`config.mk`:
```
export PLATFORM = sky130hd
export DESIGN_NAME = muldiv_unit
export DESIGN_NICKNAME = d
export VERILOG_FILES = /design/src/rtl/muldiv_unit.sv
export SDC_FILE = /design/constraint.sdc
export NUM_CORES = 1
export LEC_CHECK = 0
export ABC_AREA = 1
export CAP_MARGIN = 5
export CELL_PAD_IN_SITES_DETAIL_PLACEMENT = 1
export CELL_PAD_IN_SITES_GLOBAL_PLACEMENT = 1
export CORE_UTILIZATION = 37
export DETAILED_ROUTE_END_ITERATION = 7
export MAX_ROUTING_LAYER = met4
export PLACE_DENSITY_LB_ADDON = 0.1
export REMOVE_ABC_BUFFERS = 1
export SYNTH_ARGS = -nofsm -noshare
export SYNTH_HDL_FRONTEND = slang
export SYNTH_SLANG_ARGS = --single-unit
```
`constraint.sdc`:
```
create_clock -name i_clk -period 3.57 [get_ports i_clk]
set_input_delay 0.357 -clock i_clk [delete_from_list [all_inputs] [get_ports i_clk]]
set_output_delay 0.357 -clock i_clk [all_outputs]
set_load 0.02 [all_outputs]
```
`src/rtl/muldiv_unit.sv`:
```
// Multi-cycle multiply/divide engine with HI/LO registers.
// Radix-2 shift-add multiply and restoring divide, one bit per cycle.
module muldiv_unit #(
  parameter int DATA_WIDTH = 32
) (
  input  logic                  i_clk,
  input  logic                  i_rst,
  input  logic                  i_start,
  input  logic [5:0]            i_alu_ctrl,
  input  logic [DATA_WIDTH-1:0] i_rs,
  input  logic [DATA_WIDTH-1:0] i_rt,
  input  logic                  i_flush,
  output logic                  o_busy,
  output logic                  o_done,
  output logic [DATA_WIDTH-1:0] o_hi,
  output logic [DATA_WIDTH-1:0] o_lo,
  output logic [DATA_WIDTH-1:0] o_rd_data
);

  localparam int W  = DATA_WIDTH;
  localparam int CW = $clog2(W) + 1;

  localparam logic [5:0] F_MFHI  = 6'h10;
  localparam logic [5:0] F_MTHI  = 6'h11;
  localparam logic [5:0] F_MFLO  = 6'h12;
  localparam logic [5:0] F_MTLO  = 6'h13;
  localparam logic [5:0] F_MULT  = 6'h18;
  localparam logic [5:0] F_MULTU = 6'h19;
  localparam logic [5:0] F_DIV   = 6'h1a;
  localparam logic [5:0] F_DIVU  = 6'h1b;

  typedef enum logic [1:0] {
    S_IDLE,
    S_PREP,
    S_ITER,
    S_FIX
  } state_t;

  state_t         r_state;
  logic           r_div;
  logic           r_uns;
  logic [W-1:0]   r_a;
  logic [W-1:0]   r_b;
  logic [W-1:0]   r_rs;
  logic [2*W-1:0] r_acc;
  logic [CW-1:0]  r_cnt;
  logic           r_neg_q;
  logic           r_neg_r;
  logic           r_dz;
  logic [W-1:0]   r_hi;
  logic [W-1:0]   r_lo;
  logic           r_done;

  logic           w_is_md;
  logic           w_sa;
  logic           w_sb;
  logic [W-1:0]   w_abs_a;
  logic [W-1:0]   w_abs_b;
  logic [W:0]     w_madd;
  logic [W:0]     w_dsh;
  logic [W:0]     w_dsub;
  logic           w_dge;
  logic [W-1:0]   w_rem;
  logic [2*W-1:0] w_prod;
  logic [W-1:0]   w_q;
  logic [W-1:0]   w_r;

  assign w_is_md = (i_alu_ctrl == F_MULT) || (i_alu_ctrl == F_MULTU) ||
                   (i_alu_ctrl == F_DIV)  || (i_alu_ctrl == F_DIVU);

  assign w_sa    = ~r_uns & r_a[W-1];
  assign w_sb    = ~r_uns & r_b[W-1];
  assign w_abs_a = w_sa ? -r_a : r_a;
  assign w_abs_b = w_sb ? -r_b : r_b;

  // Multiply: acc = {partial high, remaining multiplier bits}
  assign w_madd = {1'b0, r_acc[2*W-1:W]} +
                  (r_acc[0] ? {1'b0, r_a} : '0);

  // Divide: acc = {partial remainder, dividend bits / quotient bits}
  assign w_dsh  = {r_acc[2*W-1:W], r_acc[W-1]};
  assign w_dsub = w_dsh - {1'b0, r_b};
  assign w_dge  = (w_dsh >= {1'b0, r_b});
  assign w_rem  = w_dge ? w_dsub[W-1:0] : w_dsh[W-1:0];

  assign w_prod = r_neg_q ? -r_acc : r_acc;
  assign w_q    = r_neg_q ? -r_acc[W-1:0] : r_acc[W-1:0];
  assign w_r    = r_neg_r ? -r_acc[2*W-1:W] : r_acc[2*W-1:W];

  always_ff @(posedge i_clk) begin
    if (i_rst) begin
      r_state <= S_IDLE;
      r_div   <= 1'b0;
      r_uns   <= 1'b0;
      r_a     <= '0;
      r_b     <= '0;
      r_rs    <= '0;
      r_acc   <= '0;
      r_cnt   <= '0;
      r_neg_q <= 1'b0;
      r_neg_r <= 1'b0;
      r_dz    <= 1'b0;
      r_hi    <= '0;
      r_lo    <= '0;
      r_done  <= 1'b0;
    end else begin
      r_done <= 1'b0;
      unique case (r_state)
        S_IDLE: begin
          if (i_start && !i_flush) begin
            if (w_is_md) begin
              r_div   <= i_alu_ctrl[1];
              r_uns   <= i_alu_ctrl[0];
              r_a     <= i_rs;
              r_b     <= i_rt;
              r_rs    <= i_rs;
              r_state <= S_PREP;
            end else if (i_alu_ctrl == F_MTHI) begin
              r_hi <= i_rs;
            end else if (i_alu_ctrl == F_MTLO) begin
              r_lo <= i_rs;
            end
          end
        end
        S_PREP: begin
          if (i_flush) begin
            r_state <= S_IDLE;
          end else begin
            r_neg_q <= w_sa ^ w_sb;
            r_neg_r <= w_sa;
            r_dz    <= (r_b == '0);
            r_cnt   <= '0;
            if (r_div) begin
              r_b   <= w_abs_b;
              r_acc <= {{W{1'b0}}, w_abs_a};
            end else begin
              r_a   <= w_abs_a;
              r_acc <= {{W{1'b0}}, w_abs_b};
            end
            r_state <= S_ITER;
          end
        end
        S_ITER: begin
          if (i_flush) begin
            r_state <= S_IDLE;
          end else begin
            if (r_div)
              r_acc <= {w_rem, r_acc[W-2:0], w_dge};
            else
              r_acc <= {w_madd, r_acc[W-1:1]};
            r_cnt <= r_cnt + CW'(1);
            if (r_cnt == CW'(W - 1))
              r_state <= S_FIX;
          end
        end
        S_FIX: begin
          r_state <= S_IDLE;
          if (!i_flush) begin
            r_done <= 1'b1;
            if (!r_div) begin
              r_hi <= w_prod[2*W-1:W];
              r_lo <= w_prod[W-1:0];
            end else if (r_dz) begin
              r_hi <= r_rs;
              r_lo <= '1;
            end else begin
              r_hi <= w_r;
              r_lo <= w_q;
            end
          end
        end
        default: r_state <= S_IDLE;
      endcase
    end
  end

  assign o_busy = (r_state != S_IDLE);
  assign o_done = r_done;
  assign o_hi   = r_hi;
  assign o_lo   = r_lo;

  always_comb begin
    o_rd_data = '0;
    if (i_alu_ctrl == F_MFHI)
      o_rd_data = r_hi;
    else if (i_alu_ctrl == F_MFLO)
      o_rd_data = r_lo;
  end

endmodule

```
; After elaboration in Yosys (flattened, before gate mapping)
; Cells that the tools add are included.
; W data, S select, Z words.
[classes]
n_reduce_logical = 20
n_bitwise = 6
eq_ne = 24
order_cmp = 1
n_mux = 49
addsub = 8
[ops]
columns = operator, count
row1 = $mux W32, 30
row2 = $mux W64, 4
row3 = $pmux W32 S2, 4
row4 = $neg A32 Y32, 4
row5 = $pmux W64 S2, 1
row6 = $neg A64 Y64, 1
row7 = $eq A6 B5 Y1 const B, 9
row8 = $add A32 B32 Y33, 1
row9 = $ge A33 B32 Y1, 1
row10 = $logic_not A32 Y1, 1
row11 = $sub A32 B32 Y32, 1
row12 = $ne A2 B2 Y1 const B, 11
row13 = $reduce_and A5 Y1, 3
row14 = $mux W6, 2
row15 = $pmux W6 S2, 1
row16 = $mux W2, 5
row17 = $reduce_and A3 Y1, 3
row18 = $pmux W2 S4, 1
row19 = $reduce_bool A2 Y1, 4
row20 = $add A6 B1 Y6 const B, 1
row21 = $reduce_and A6 Y1, 1
row22 = $eq A2 B2 Y1 const B, 2
row23 = $logic_or A1 B1 Y1, 3
row24 = $ne A3 B3 Y1 const B, 1
row25 = 10 further kinds, 13
[word_totals]
ff_bits = 238
in_bits = 74
elab_cells = 122
out_inout_bits = 98

; Longest topological paths before layout
[logic_depth]
ltp_word = 7
mapped_depth = 21
ltp_nobuf = 19

; Worst setup path after synthesis
; No wires, ideal clock.
[synth_timing]
path_type = reg-to-reg
from = register r_acc[0]
to = register r_acc[53]
required_time_ns = 3.438
setup_ns = 0.132
slack_ns = 1.043
stages_incl_launch_ff = 20
arrival_ns = 2.394
path_cell_list = dfxtp_1 -> buf_2 -> clkbuf_1 -> nand2_1 -> inv_1 -> ha_1 -> inv_1 -> fa_1 -> o21ai_1 -> nand2_1 -> nand2_1 -> nand2_1 -> nand2_1 -> nand2_1 -> nand3_1 -> nand3_1 -> nand2_1 -> inv_1 -> nand2_1 -> a21oi_1
[synth_between]
elab_chain_len = 5
[synth_rtl]
columns = item, line
row1 = start: declaration, 45  ; logic [2*W-1:0] r_acc;
row2 = start signal: assignment, 135  ; r_acc <= {{W{1'b0}}, w_abs_a};
row3 = start signal: assignment, 138  ; r_acc <= {{W{1'b0}}, w_abs_b};
row4 = start signal: assignment, 148  ; r_acc <= {w_rem, r_acc[W-2:0], w_dge};
row5 = $mux W32, 78  ; (r_acc[0] ? {1'b0, r_a} : '0);
row6 = $add A32 B32 Y33, 77  ; assign w_madd = {1'b0, r_acc[2*W-1:W]} +
row7 = $mux W64, 147  ; if (r_div)
row8 = $mux W64, 144  ; if (i_flush) begin
row9 = $pmux W64 S2, 108  ; unique case (r_state)
; No other way between the ends. The select of a mux whose other input is x is not followed.
; A chain may end at the register's enable or synchronous reset.

; Worst setup path in the final report
[layout_timing]
from = register r_acc[44]
to = register r_acc[60]
[layout_between]
elab_chain_len = 5
[layout_rtl]
columns = item, line
row1 = $sub A32 B32 Y32 or $ge A33 B32 Y1 (tied branches), "82, 83"
row2 = $mux W32, 84  ; assign w_rem = w_dge ? w_dsub[W-1:0] : w_dsh[W-1:0];
row3 = $mux W64 *, 147
row4 = $mux W64 *, 144
row5 = $pmux W64 S2 *, 108
; Mark *: on every way between the ends. The rest lies on a longest branch, timed or not. The select of a mux whose other input is x is not followed.

==> run metrics <==
largest net degree at the start of global routing=137; VDD IR max=0.378 mV; Critical Path Fanout Max=42; Crit. End Element=register; worst slew pin tran=around 1.2 ns; cell count after synthesis=3730; Die W=~240 um; Seq/Total Area, Yosys=0.224; final setup vio count=0; Filler Cells Inserted=7842; syn_area_per_cell=approximately 5.7 um2; synth cell count leaders=nand2_1 (1033), inv_1 (477), a21oi_1 (352), nor2_1 (347), nand3_1 (292); GRT Residual Overflow=0; clk_lat worst skew=around 0.63 ns; Tot GR Track Use=0.377; final hold slack=between 0.3 and 0.4 ns; fin util=0.440; Routed Wire Length=roughly 110 mm; CTS Buf Count=30; vias in the first global route=26.3k; initial cell density of the core=0.376; Leak=roughly 12 nW; worst hold start=i_rt[5]; CTS tree=yes; Slew headroom=0.222; Total Nets Final=about 4.0k; Bufs on Longest Clock Path=3; max-slew violations=0; worst r2r src=r_acc[44]; dpl hpwl=~87 mm; synth top area cells=dfxtp_1 (22%), nand2_1 (18%), inv_1 (8.4%); FF-to-FF setup slack=~0.27 ns; ANT nets after route=0; vias=around 26k; CP arrival=about 3.8 ns; initial DRC count=between 2k and 2.5k; Hold Vio Cnt, Final=0; row count=87; DRC Markers=0; CP startpoint kind=register; Top Ports=about 170; Worst Path Required=4.09 ns; Core Area=about 0.057 mm2; ys async rst share=0; DIE HEIGHT=242 um; most common cell in the synthesized netlist=nand2_1; pwr/cell area=284 mW/mm2; Clock Sinks=approximately 240; Fmax=~300 MHz; Setup TNS=0 ns; average wire per standard cell=23.9 um; RD Place Congestion=about 1.1; top cell type's share of synthesized area=0.224; clock-pin slew on the worst setup and hold paths=about 0.060 ns; synthesized flop and latch total=between 200 and 250; number of enable flip-flop cells after synthesis=0; top_reg_cell synth=dfxtp_1; min-delay worst type=in2reg; PortBufs=about 170; Setup CP Type=reg2reg; final period utilization=0.924; initial antenna violation count=4; Post-Syn Area=~0.021 mm2; full die area=0.0585 mm2; Netlist cell types=52; Area Growth Syn to Fin=17.0%; postcts setup bufs=0; status=finished, final reports clean; CTS root buf=clkbuf_16; cts hold-fix bufs=0; Yosys top cell by area=dfxtp_1; CP startpoint=r_acc[44]; Post-CTS Resized=0; MaxCap Viol Count=0; post-layout min period=about 3.3 ns; Via density=around 5.7; H-Tree Depth=1; DR pass1 iterations=6; share of layout cells above drive strength 1=0.0533; Worst Clk Skew=roughly 0.027 ns; first-pass GRT wire length=around 170 mm; RSZ-0062 raised after global routing=no; Yosys Warn Count=0
[worst max-delay path, stage by stage (launching register included)]
cell and delay, ns:
dfxtp_1 0.74, ha_1 0.41, nand2_1 0.15, nor2_1 0.09, nand2_1 0.12, nor2_2 0.06
nand3_1 0.11, nand3_2 0.11, nor2_4 0.37, nand2_8 0.26, inv_2 0.32, nand2_1 0.11
nand3_1 0.10, nand2_1 0.08, a21oi_1 0.15
[per-stage QoR]
stage	cells	worst slack (ns)	cell area, um2	power, mW
2_1_floorplan	3552	-2.32	20500	3.21
3_3_place_gp	4548	0.491	23800	3.63
3_5_place_dp	4548	0.405	23800	3.64
4_1_cts	4603	0.303	24900	7.09
5_1_grt	4604	0.0797	24900	7.27
6_report	4605	0.271	24900	7.07
[cell usage in the layout, fill, tap and decap left out, types with 16 or more instances in the layout]
master,count
ha_1,69
nor2_2,25
a21oi_1,352
o211ai_1,26
a31oi_1,46
buf_4,64
nand3_1,292
o21ai_1,21
nand2_1,1031
nor3_1,34
o21bai_1,17
inv_2,16
o21ai_0,290
nand4_1,34
o22ai_1,35
clkdlybuf4s50_1,170
inv_1,475
nor2_1,342
a22oi_1,31
dfxtp_1,236
clkbuf_16,30
xor2_1,76
[worst paths after layout]
path                             endpoint  cells after the start
worst min-delay path               r_b[5]                      3
worst max register to register  r_acc[60]                     14
worst min register to register   r_rs[28]                      2
worst max-delay path            r_acc[60]                     14
[kinds of logic (layout without fill, tap and decap cells)]
group / after synthesis / count (layout) / share of synthesized area
buf+inv: 671 / 788 / 0.123
xor+xnor: 87 / 87 / 0.0358
fa+ha+maj: 71 / 71 / 0.0424
other cells: 0 / 2 / 0
simple gates: 1812 / 1812 / 0.357
flops: 238 / 238 / 0.224
compound gates: 851 / 851 / 0.218
[flip-flops by register name, indices dropped and copies added, names as in the netlist]
register	flops
r_acc	64
o_hi	32
o_lo	32
r_a	32
r_b	32
r_rs	32
r_cnt	6
r_state	2
o_done	1
r_div	1
r_dz	1
r_neg_q	1
r_neg_r	1
r_uns	1
[routing by layer]
metal	global-route usage	vias up	routed length, um
li1	-	12300	-
met1	0.501	13000	49500
met2	0.585	935	48800
met3	0.0451	175	7260
met4	0.135	0	4380
met5	-	-	0
[where the power goes]
part | internal (mW) | switching [mW] | total [mW]
sequential | 2.67 | 0.0221 | 2.70
combinational | 0.284 | 0.631 | 0.915
clock | 2.08 | 1.38 | 3.46
[area by class of cell]
cell class              count  area (um2)  area share
inverters                 493        1850      0.0744
repair buffers            240        2300      0.0925
clock buffers              39         835      0.0335
clock inverters            16         262      0.0105
multi-input cells        2821       13900       0.559
diodes                      2        5.00    0.000201
flip-flops and latches    238        4770       0.192
well taps                 756         946      0.0380
(Power assumes the default switching activity.)
